===== src/rtl/sar_search_controller_pkg.sv =====
// Shared types for the SAR search controller: FSM states, step bound and
// the {gt, eq, lt} comparator response code.
package sar_search_controller_pkg;

  typedef enum logic [1:0] {
    IDLE    = 2'd0,
    COMPARE = 2'd1,
    FINISH  = 2'd2
  } state_t;

  localparam int SAR_WIDTH = 4;

  // A binary search over 2^w values needs at most w+1 probes.
  function automatic int max_steps(input int w);
    return w + 1;
  endfunction

  localparam int MAX_STEPS = max_steps(SAR_WIDTH);

  typedef struct packed {
    logic gt;
    logic eq;
    logic lt;
  } resp_t;

  localparam resp_t RESP_GT = '{gt: 1'b1, eq: 1'b0, lt: 1'b0};
  localparam resp_t RESP_EQ = '{gt: 1'b0, eq: 1'b1, lt: 1'b0};
  localparam resp_t RESP_LT = '{gt: 1'b0, eq: 1'b0, lt: 1'b1};

endpackage


===== src/rtl/sar_search_controller.sv =====
// Binary-search controller: drives a probe into an external magnitude
// comparator and narrows [lo, hi] until the target is located or excluded.
module sar_search_controller
  import sar_search_controller_pkg::*;
#(
  parameter int WIDTH  = 4,
  parameter int STEP_W = 3
) (
  input  logic              clk,
  input  logic              rst,
  input  logic              start,
  output logic [WIDTH-1:0]  probe,
  input  logic              cmp_gt,
  input  logic              cmp_eq,
  input  logic              cmp_lt,
  output logic              busy,
  output logic              done,
  output logic              found,
  output logic              error,
  output logic [WIDTH-1:0]  result,
  output logic [STEP_W-1:0] steps,
  output state_t            dbg_state
);

  // Handshake: start is accepted only in IDLE (a one-cycle pulse there begins
  // a search); busy is high for every COMPARE cycle; done pulses for exactly
  // one cycle with found/error/result/steps valid, and those hold until the
  // next accepted start. start while busy or during done is ignored.

  localparam logic [WIDTH-1:0] TOP = '1;

  function automatic logic [WIDTH-1:0] midpoint(input logic [WIDTH-1:0] a,
                                                input logic [WIDTH-1:0] b);
    logic [WIDTH:0] sum;
    sum = {1'b0, a} + {1'b0, b};
    return sum[WIDTH:1];
  endfunction

  state_t             state, state_n;
  logic [WIDTH-1:0]   probe_n, lo, lo_n, hi, hi_n, result_n;
  logic [STEP_W-1:0]  steps_n;
  logic               found_n, error_n;
  resp_t              resp;

  assign resp = '{gt: cmp_gt, eq: cmp_eq, lt: cmp_lt};

  always_ff @(posedge clk) begin
    if (rst) begin
      state  <= IDLE;
      probe  <= '0;
      lo     <= '0;
      hi     <= '1;
      result <= '0;
      steps  <= '0;
      found  <= 1'b0;
      error  <= 1'b0;
    end else begin
      state  <= state_n;
      probe  <= probe_n;
      lo     <= lo_n;
      hi     <= hi_n;
      result <= result_n;
      steps  <= steps_n;
      found  <= found_n;
      error  <= error_n;
    end
  end

  always_comb begin
    state_n  = state;
    probe_n  = probe;
    lo_n     = lo;
    hi_n     = hi;
    result_n = result;
    steps_n  = steps;
    found_n  = found;
    error_n  = error;
    case (state)
      IDLE: begin
        if (start) begin
          lo_n     = '0;
          hi_n     = '1;
          probe_n  = midpoint('0, TOP);
          steps_n  = '0;
          found_n  = 1'b0;
          error_n  = 1'b0;
          result_n = '0;
          state_n  = COMPARE;
        end
      end
      COMPARE: begin
        steps_n = steps + STEP_W'(1);
        case (resp)
          RESP_EQ: begin
            result_n = probe;
            found_n  = 1'b1;
            state_n  = FINISH;
          end
          RESP_GT: begin
            if (probe == TOP) begin
              state_n = FINISH;
            end else begin
              lo_n = probe + WIDTH'(1);
              if (lo_n > hi) state_n = FINISH;
              else           probe_n = midpoint(lo_n, hi);
            end
          end
          RESP_LT: begin
            if (probe == '0) begin
              state_n = FINISH;
            end else begin
              hi_n = probe - WIDTH'(1);
              if (lo > hi_n) state_n = FINISH;
              else           probe_n = midpoint(lo, hi_n);
            end
          end
          default: begin
            // Zero or multiple flags: the comparator cannot be trusted.
            error_n = 1'b1;
            found_n = 1'b0;
            state_n = FINISH;
          end
        endcase
      end
      FINISH:  state_n = IDLE;
      default: state_n = IDLE;
    endcase
  end

  assign busy      = (state == COMPARE);
  assign done      = (state == FINISH);
  assign dbg_state = state;

  assert property (@(posedge clk) disable iff (rst)
    32'(steps) <= max_steps(WIDTH));

endmodule


===== config.mk =====
export PLATFORM = sky130hd
export DESIGN_NAME = sar_search_controller
export DESIGN_NICKNAME = d
export VERILOG_FILES = /design/src/rtl/sar_search_controller_pkg.sv /design/src/rtl/sar_search_controller.sv
export SDC_FILE = /design/constraint.sdc
export NUM_CORES = 1
export LEC_CHECK = 0
export BUFFER_PORTS_ARGS = -buffer_cell sky130_fd_sc_hd__buf_2
export CORE_ASPECT_RATIO = 1.2
export CORE_MARGIN = 4
export CORE_UTILIZATION = 30
export CTS_CLUSTER_DIAMETER = 30
export DETAILED_ROUTE_END_ITERATION = 7
export GPL_TIMING_DRIVEN = 0
export SYNTH_ARGS = -nofsm -noshare
export SYNTH_HDL_FRONTEND = slang
export SYNTH_SLANG_ARGS = --single-unit

===== constraint.sdc =====
create_clock -name clk -period 2.8 [get_ports clk]
set_clock_uncertainty 0.15 [all_clocks]
set_input_delay 0.14 -clock clk [delete_from_list [all_inputs] [get_ports clk]]
set_output_delay 0.14 -clock clk [all_outputs]
set_load 0.005 [all_outputs]

==> results of run 1 <==
## report_power, final
group / internal, mW / total (mW) / switching [mW]
clock network: 0.100 / 0.221 / 0.121
registers: 0.384 / 0.451 / 0.0675
logic: 0.539 / 1.14 / 0.604
total: 1.02 / 1.82 / 0.792
## timing repair
action                                 4_1_cts  5_1_grt
resized for setup                            6        7
endpoints found under the hold margin        0        0
setup endpoints to repair                    6        5
setup buffers                                1        6
pin swaps                                    0        5
## stage by stage
| stage | setup slack, ns | hold WS [ns] | instance area (um2) | power (mW) |
|---|---|---|---|---|
| after floorplan | 0.0511 | 0.140 | 1630 | 1.13 |
| after global placement | -0.349 | 0.311 | 1820 | 1.39 |
| after detailed placement | -0.321 | 0.317 | 1820 | 1.39 |
| after CTS | 0.0116 | 0.0456 | 1900 | 1.67 |
| after global routing | 0.00346 | 0.0841 | 2000 | 1.97 |
| final | 0.126 | 0.0628 | 2000 | 1.82 |
## critical path, cell delays in order (launching register included)
cell and delay (ns):
sky130_fd_sc_hd__dfxtp_4 0.38, sky130_fd_sc_hd__inv_1 0.16, sky130_fd_sc_hd__ha_1 0.24, sky130_fd_sc_hd__xor2_2 0.23
sky130_fd_sc_hd__ha_4 0.26, sky130_fd_sc_hd__nand2b_1 0.07, sky130_fd_sc_hd__o311ai_1 0.10, sky130_fd_sc_hd__a31o_1 0.25
sky130_fd_sc_hd__a211o_1 0.33, sky130_fd_sc_hd__nand2_4 0.13, sky130_fd_sc_hd__mux2_4 0.29
## cells in the final DEF (no fill, tap or decap), drive strengths merged, types with 2 or more instances in the layout
cell type	instances
nor3	6
dfxtp	23
nor2	17
a2111oi	2
mux2	2
nand2	9
nand3	10
a31oi	5
ha	19
a21oi	16
fa	2
xnor2	5
xor2	4
clkbuf	5
nor3b	2
a221oi	2
inv	12
a21o	2
or3b	2
nor2b	7
nand2b	8
buf	33
o22ai	4
## logic make-up (layout without fill, tap and decap cells)
kind of cell	Yosys count	after routing	share of synthesized area [%]
adder cells (fa/ha/maj)	21	21	17.2
multiplexers	3	3	2.48
AND/OR/NAND/NOR	68	68	23.4
AO/OA/AOI/OAI	41	41	18.3
buffers and inverters	19	51	5.27
flip-flops	23	23	28.5
XOR/XNOR	9	9	4.88
## registers in the layout, summed over array words and instances, names as in the netlist
name,cells
steps,3
dbg_state,2
error,1
probe,4
hi,4
found,1
result,4
lo,4
## worst max path at each step
stage | end | slack (ns) | cells past startpoint
detailed placement | probe[2]$_SDFFE_PP0P_ | -0.32 | 10
floorplan | probe[2]$_SDFFE_PP0P_ | 0.05 | 10
global placement | probe[2]$_SDFFE_PP0P_ | -0.35 | 10
CTS | probe[2]$_SDFFE_PP0P_ | 0.01 | 10
finish | probe[2]$_SDFFE_PP0P_ | 0.13 | 10
global route | probe[3]$_SDFFE_PP0P_ | 0.003 | 10
## final cells by class
type	instances	area (um2)	share of cell area, %
Buffer	6	36.3	1.82
Tap cell	62	77.6	3.89
Clock buffer	3	41.3	2.07
Sequential cell	23	468	23.4
Inverter	12	47.5	2.38
Timing Repair Buffer	29	175	8.78
Clock inverter	1	5.00	0.251
Multi-Input combinational cell	142	1140	57.4
## routing by layer
layer / track usage (%) / vias up / wire, um
met4: 5.66 / 0 / 112
met1: 16.5 / 680 / 1820
met5: 0 / - / 0
li1: - / 711 / -
met2: 21.2 / 19 / 2020
met3: 1.82 / 10 / 97
==> summary.md, run 1 <==
| Metric | Value |
|---|---|
| Top achievable clock speed | `374 MHz` |
| Cell Count Post-Placement | `268` |
| Clock Sinks | `23` |
| Post-synthesis instance area | `0.00162 mm2` |
| P per Cell Area | `910 mW/mm2` |
| Worst setup SP type | `flop` |
| R2r endpoint | `probe[2]$_SDFFE_PP0P_` |
| Number of instances on the worst hold path | `3` |
| Post-Route Setup TNS | `0 ns` |
| Worst flop-to-flop path startpoint | `probe[1]$_SDFFE_PP0P_` |
| Critical path peak fanout | `6` |
| Leakage power figure | `0.897 nW` |
| Via count of the first global-routing pass | `1363` |
| Final estimated routing congestion in global placement | `0.858` |
| Worst setup path startpoint | `probe[1]$_SDFFE_PP0P_` |
| Synthesized netlist cell count | `184` |
| Critical path class | `reg -> reg` |
| Setup repair after global routing missed its margin | `false` |
| Number of buffer cells added on primary ports | `22` |
| Worst-case reg-to-reg path depth | `10` |
| Area added between synthesis and finish | `23.5%` |
| Final HPWL from detailed placement | `2950 um` |
| Initial antenna violation count | `0` |
| Non-filler instance count after layout | `278` |
| Starting utilization of the core area | `30.7%` |
| Leading area contributor after synthesis | `sky130_fd_sc_hd__dfxtp_1` |
| First-pass iteration count of the detailed router | `4` |
| Most used DFF post-synth | `sky130_fd_sc_hd__dfxtp_1` |
| Share of synthesized area occupied by flip-flops and latches | `28.5%` |
| Vias | `1420` |
| Number of antenna-violating nets in the routed design | `0` |
| Yosys warning count | `0` |
| Cell with the most instances after synthesis | `sky130_fd_sc_hd__dfxtp_1` |
| Share of the synthesized area in the top cell type | `28.5%` |
| Max capacitance violation total | `0` |
| Proportion of synthesized flip-flops having asynchronous set or reset | `0%` |
| Number of distinct library cells after synthesis | `48` |
| Count of flip-flops with a built-in enable after synthesis | `0` |
| Arr. time, crit path | `2.70 ns` |
| Startpoint of the most critical hold path | `rst` |
| Ranking of synthesized cells by instance count | `sky130_fd_sc_hd__dfxtp_1, sky130_fd_sc_hd__ha_1, sky130_fd_sc_hd__nor2_1` |
| Wire length of the first global-routing pass | `6530 um` |
| Pin count of the biggest net entering global routing | `14` |
| Num rows | `29` |
| Classification of the worst-slack hold path | `in -> reg` |
| Period Utilization, post-route | `95.5%` |
| Routed Wire Length | `4040 um` |
| DRC violations left | `0` |
| Number of design-rule violations left by the first detailed-router iteration | `57` |
| Die Span X | `75.0 um` |
| Root buffer cell | `sky130_fd_sc_hd__clkbuf_8` |
| # setup viols final | `0` |
| Insertion delay of the later-clocked pin in the worst-skew pair | `0.28 ns` |
| Time the worst path needs with I/O delays and setup | `2.67 ns` |
| End of the worst hold path | `probe[0]$_SDFFE_PP0P_` |
| Status | `finished clean` |
| Clock buffer count from CTS | `3` |
| Slew at the pin closest to its max-slew limit | `0.615 ns` |
| Element type at the critical path end | `flop` |
| Register bit total from synthesis | `23` |
| GRT Residual Overflow | `0` |
| Worst vdd rail ir drop | `0.287 mV` |
| Layout Utilization | `37.9%` |
| Post-Synthesis Net Count | `211` |
| Maximum buffer depth of the clock tree | `2` |
| Average cell area after synthesis | `8.78 um2` |
| Final-stage net count | `244` |
| Chip height | `88.4 um` |
| Worst-case headroom to the max-slew limit | `58.8%` |
| Clock-pin slew on the worst setup and hold paths | `0.09 ns` |
| Final-report hold violation count | `0` |
| Setup slack, reg-to-reg | `0.13 ns` |
| Number of pins exceeding their max-slew limit in the final report | `0` |
| Data required, critical path | `2.83 ns` |
| Fraction of layout instances using a drive strength above 1 | `26.4%` |
| Drt wl/cell | `14.5 um` |
| Global Route Usage Sum | `12.9%` |
| Number of filler cells placed in the layout | `525` |
| CTS tree | `built` |
| Number of hold buffers added after cts | `0` |
| Area of the core | `0.00526 mm2` |
| H-tree lvl count | `1` |
| Total inserted antenna cells | `0` |
| Area enclosed by the die boundary | `0.00663 mm2` |
| Count of boundary I/O pins | `23` |
| Detail-routed via count per cell | `5.11` |
| Synth area leaders | `sky130_fd_sc_hd__dfxtp_1, sky130_fd_sc_hd__ha_1, sky130_fd_sc_hd__a21oi_1` |
(Power assumes the default switching activity.)
==> inputs of run 2 (changes only) <==
--- a/config.mk
+++ b/config.mk
@@ -12,6 +12,7 @@
 export CTS_CLUSTER_DIAMETER = 30
 export DETAILED_ROUTE_END_ITERATION = 7
 export GPL_TIMING_DRIVEN = 0
+export PLACE_DENSITY_LB_ADDON = 0.05
 export SYNTH_ARGS = -nofsm -noshare
 export SYNTH_HDL_FRONTEND = slang
 export SYNTH_SLANG_ARGS = --single-unit
==> run 2 against run 1 <==
Net effect: register-to-register slack is essentially flat; clock-buffer cell count is the same; sequential power shrank 2%; sequential cell count unchanged; power up 4.1%; combinational power is 8% higher; global-route usage up 1.4 points; die area is the same; clock power decreased by 2%; non-clock buffer count rose by 2; critical path depth down 1; hold slack lost 0.020 ns.
==> summary.md, run 2 (synthesized netlist as in run 1, its figures left out) <==
| Metric | Value |
|---|---|
| Initial antenna violation count | `0 (unchanged)` |
| Element type at the critical path end | `flop` |
| Pin count of the biggest net entering global routing | `14 (unchanged)` |
| Worst-case headroom to the max-slew limit | `54.9% (-3.9 points)` |
| Worst slack at placement | `-0.441 ns (-0.120 ns)` |
| Final-stage net count | `246 (+0.82%)` |
| Leakage power figure | `0.911 nW (+1.6%)` |
| Drt wl/cell | `16.0 um (+10%)` |
| Area enclosed by the die boundary | `0.00663 mm2 (unchanged)` |
| Status | `finished clean` |
| Final HPWL from detailed placement | `3360 um (+14%)` |
| Insertion delay of the later-clocked pin in the worst-skew pair | `0.27 ns (about the same)` |
| Wire length of the first global-routing pass | `7160 um (+9.6%)` |
| Clock Sinks | `23 (unchanged)` |
| Final estimated routing congestion in global placement | `0.805 (-6.2%)` |
| GRT Residual Overflow | `0 (unchanged)` |
| Number of buffer cells added on primary ports | `22 (unchanged)` |
| Count of boundary I/O pins | `23 (unchanged)` |
| Root buffer cell | `sky130_fd_sc_hd__clkbuf_8` |
| Detail-routed via count per cell | `5.14 (+0.61%)` |
| Worst setup SP type | `flop` |
| Clock buffer count from CTS | `3 (unchanged)` |
| Post-route total power | `1.89 mW (+4.1%)` |
| First-pass iteration count of the detailed router | `4 (unchanged)` |
| Number of design-rule violations left by the first detailed-router iteration | `70 (+23%)` |
| DRC violations left | `0 (unchanged)` |
| Vias | `1439 (+1.3%)` |
| Total inserted antenna cells | `0 (unchanged)` |
| Number of pins exceeding their max-slew limit in the final report | `0 (unchanged)` |
| Critical path peak fanout | `5 (-1)` |
| Post-Route Setup TNS | `0 ns (unchanged)` |
| # setup viols final | `0 (unchanged)` |
| Slew at the pin closest to its max-slew limit | `0.673 ns (+0.0588 ns)` |
| Maximum buffer depth of the clock tree | `2 (unchanged)` |
| Minimum hold slack | `0.0432 ns (-0.0196 ns)` |
| Starting utilization of the core area | `30.7% (unchanged)` |
| Classification of the worst-slack hold path | `in -> reg` |
| Area added between synthesis and finish | `25.6%` |
| Setup slack, reg-to-reg | `0.12 ns (about the same)` |
| Number of filler cells placed in the layout | `535 (+1.9%)` |
| Fraction of layout instances using a drive strength above 1 | `29.8% (+3.4 points)` |
| H-tree lvl count | `1 (unchanged)` |
| Arr. time, crit path | `2.70 ns (about the same)` |
| Most frequent cells in the layout | `sky130_fd_sc_hd__buf_2, sky130_fd_sc_hd__dfxtp_1, sky130_fd_sc_hd__nor2_1` |
| Critical path class | `reg -> reg` |
| Global Route Usage Sum | `14.3% (+1.4 points)` |
| Time the worst path needs with I/O delays and setup | `2.68 ns (+0.00702 ns)` |
| Routed Wire Length | `4480 um (+11%)` |
| Chip height | `88.4 um (unchanged)` |
| Worst vdd rail ir drop | `0.283 mV (-1.5%)` |
| Most common library cell in the layout ignoring fill and taps | `sky130_fd_sc_hd__buf_2` |
| Number of hold buffers added after cts | `0 (unchanged)` |
| Final-report hold violation count | `0 (unchanged)` |
| CTS tree | `built` |
| Data required, critical path | `2.82 ns (about the same)` |
| Num rows | `29 (unchanged)` |
| Clock-pin slew on the worst setup and hold paths | `0.09 ns (about the same)` |
| P per Cell Area | `932 mW/mm2 (+2.5%)` |
| Via count of the first global-routing pass | `1409 (+3.4%)` |
| Area of the core | `0.00526 mm2 (unchanged)` |
| Max capacitance violation total | `0 (unchanged)` |
| Top achievable clock speed | `373 MHz (-0.26%)` |
| Period Utilization, post-route | `95.7% (+0.25 points)` |
| Final setup slack of the worst path | `0.119 ns (-0.00702 ns)` |
| Die Span X | `75.0 um (unchanged)` |
| Number of antenna-violating nets in the routed design | `0 (unchanged)` |
| Layout Utilization | `38.5% (+0.62 points)` |
==> run 2: cell count changes in the layout (fill, tap and decap cells not counted), sizes merged <==
| cell | change |
|---|---|
| clkbuf | +1 |
| buf | +1 |
==> run 2: what timing repair did <==
action | CTS | global route
resized for setup | 9 | 13
setup buffers | 4 | 4
setup endpoints to repair | 6 | 5
pin swaps | 2 | 6
==> run 2: stage by stage <==
stage               instances  instance area (um2)
CTS                       276                 1930
floorplan                 184                 1630
global placement          268                 1820
finish                    280                 2030
detailed placement        268                 1820
global route              280                 2030
==> run 2: worst paths after layout <==
kind | from | endpoint | depth (start not counted)
min | rst | probe[0]$_SDFFE_PP0P_ | 3
min reg2reg | steps[2]$_SDFFE_PP0P_ | steps[2]$_SDFFE_PP0P_ | 2
max | probe[0]$_SDFFE_PP0P_ | probe[3]$_SDFFE_PP0P_ | 9
max reg2reg | probe[0]$_SDFFE_PP0P_ | probe[3]$_SDFFE_PP0P_ | 9
==> run 2: where the power goes <==
part	total, mW	internal [mW]	switching (mW)
combinational	1.23	0.560	0.671
clock	0.217	0.0997	0.117
sequential	0.443	0.384	0.0592
==> run 2: critical path, stage by stage, from the launching register on <==
cell and delay (ns):
sky130_fd_sc_hd__dfxtp_4 0.38, sky130_fd_sc_hd__buf_4 0.15, sky130_fd_sc_hd__ha_1 0.23, sky130_fd_sc_hd__xor2_2 0.19, sky130_fd_sc_hd__ha_2 0.39, sky130_fd_sc_hd__and4b_1 0.23, sky130_fd_sc_hd__a21oi_2 0.07, sky130_fd_sc_hd__a211oi_4 0.34
sky130_fd_sc_hd__nand2_4 0.13, sky130_fd_sc_hd__mux2_4 0.31
==> run 2: cell type report <==
class                   count  area, um2  share of cell area, %
multi-input cells         142       1180                   58.1
flip-flops and latches     23        468                   23.1
repair buffers             30        170                   8.39
well taps                  62       77.6                   3.82
inverters                  12       47.5                   2.34
clock buffers               3       41.3                   2.04
plain buffers               7       41.3                   2.04
clock inverters             1       5.00                  0.247
==> run 2: per-layer routing <==
| layer | global-route usage, % | up-vias | routed length (um) |
|---|---|---|---|
| met5 | 0 | - | 0 |
| met4 | 6.31 | 0 | 153 |
| met1 | 20.3 | 667 | 2100 |
| met3 | 2.61 | 12 | 191 |
| met2 | 20.8 | 38 | 2040 |
| li1 | - | 722 | - |
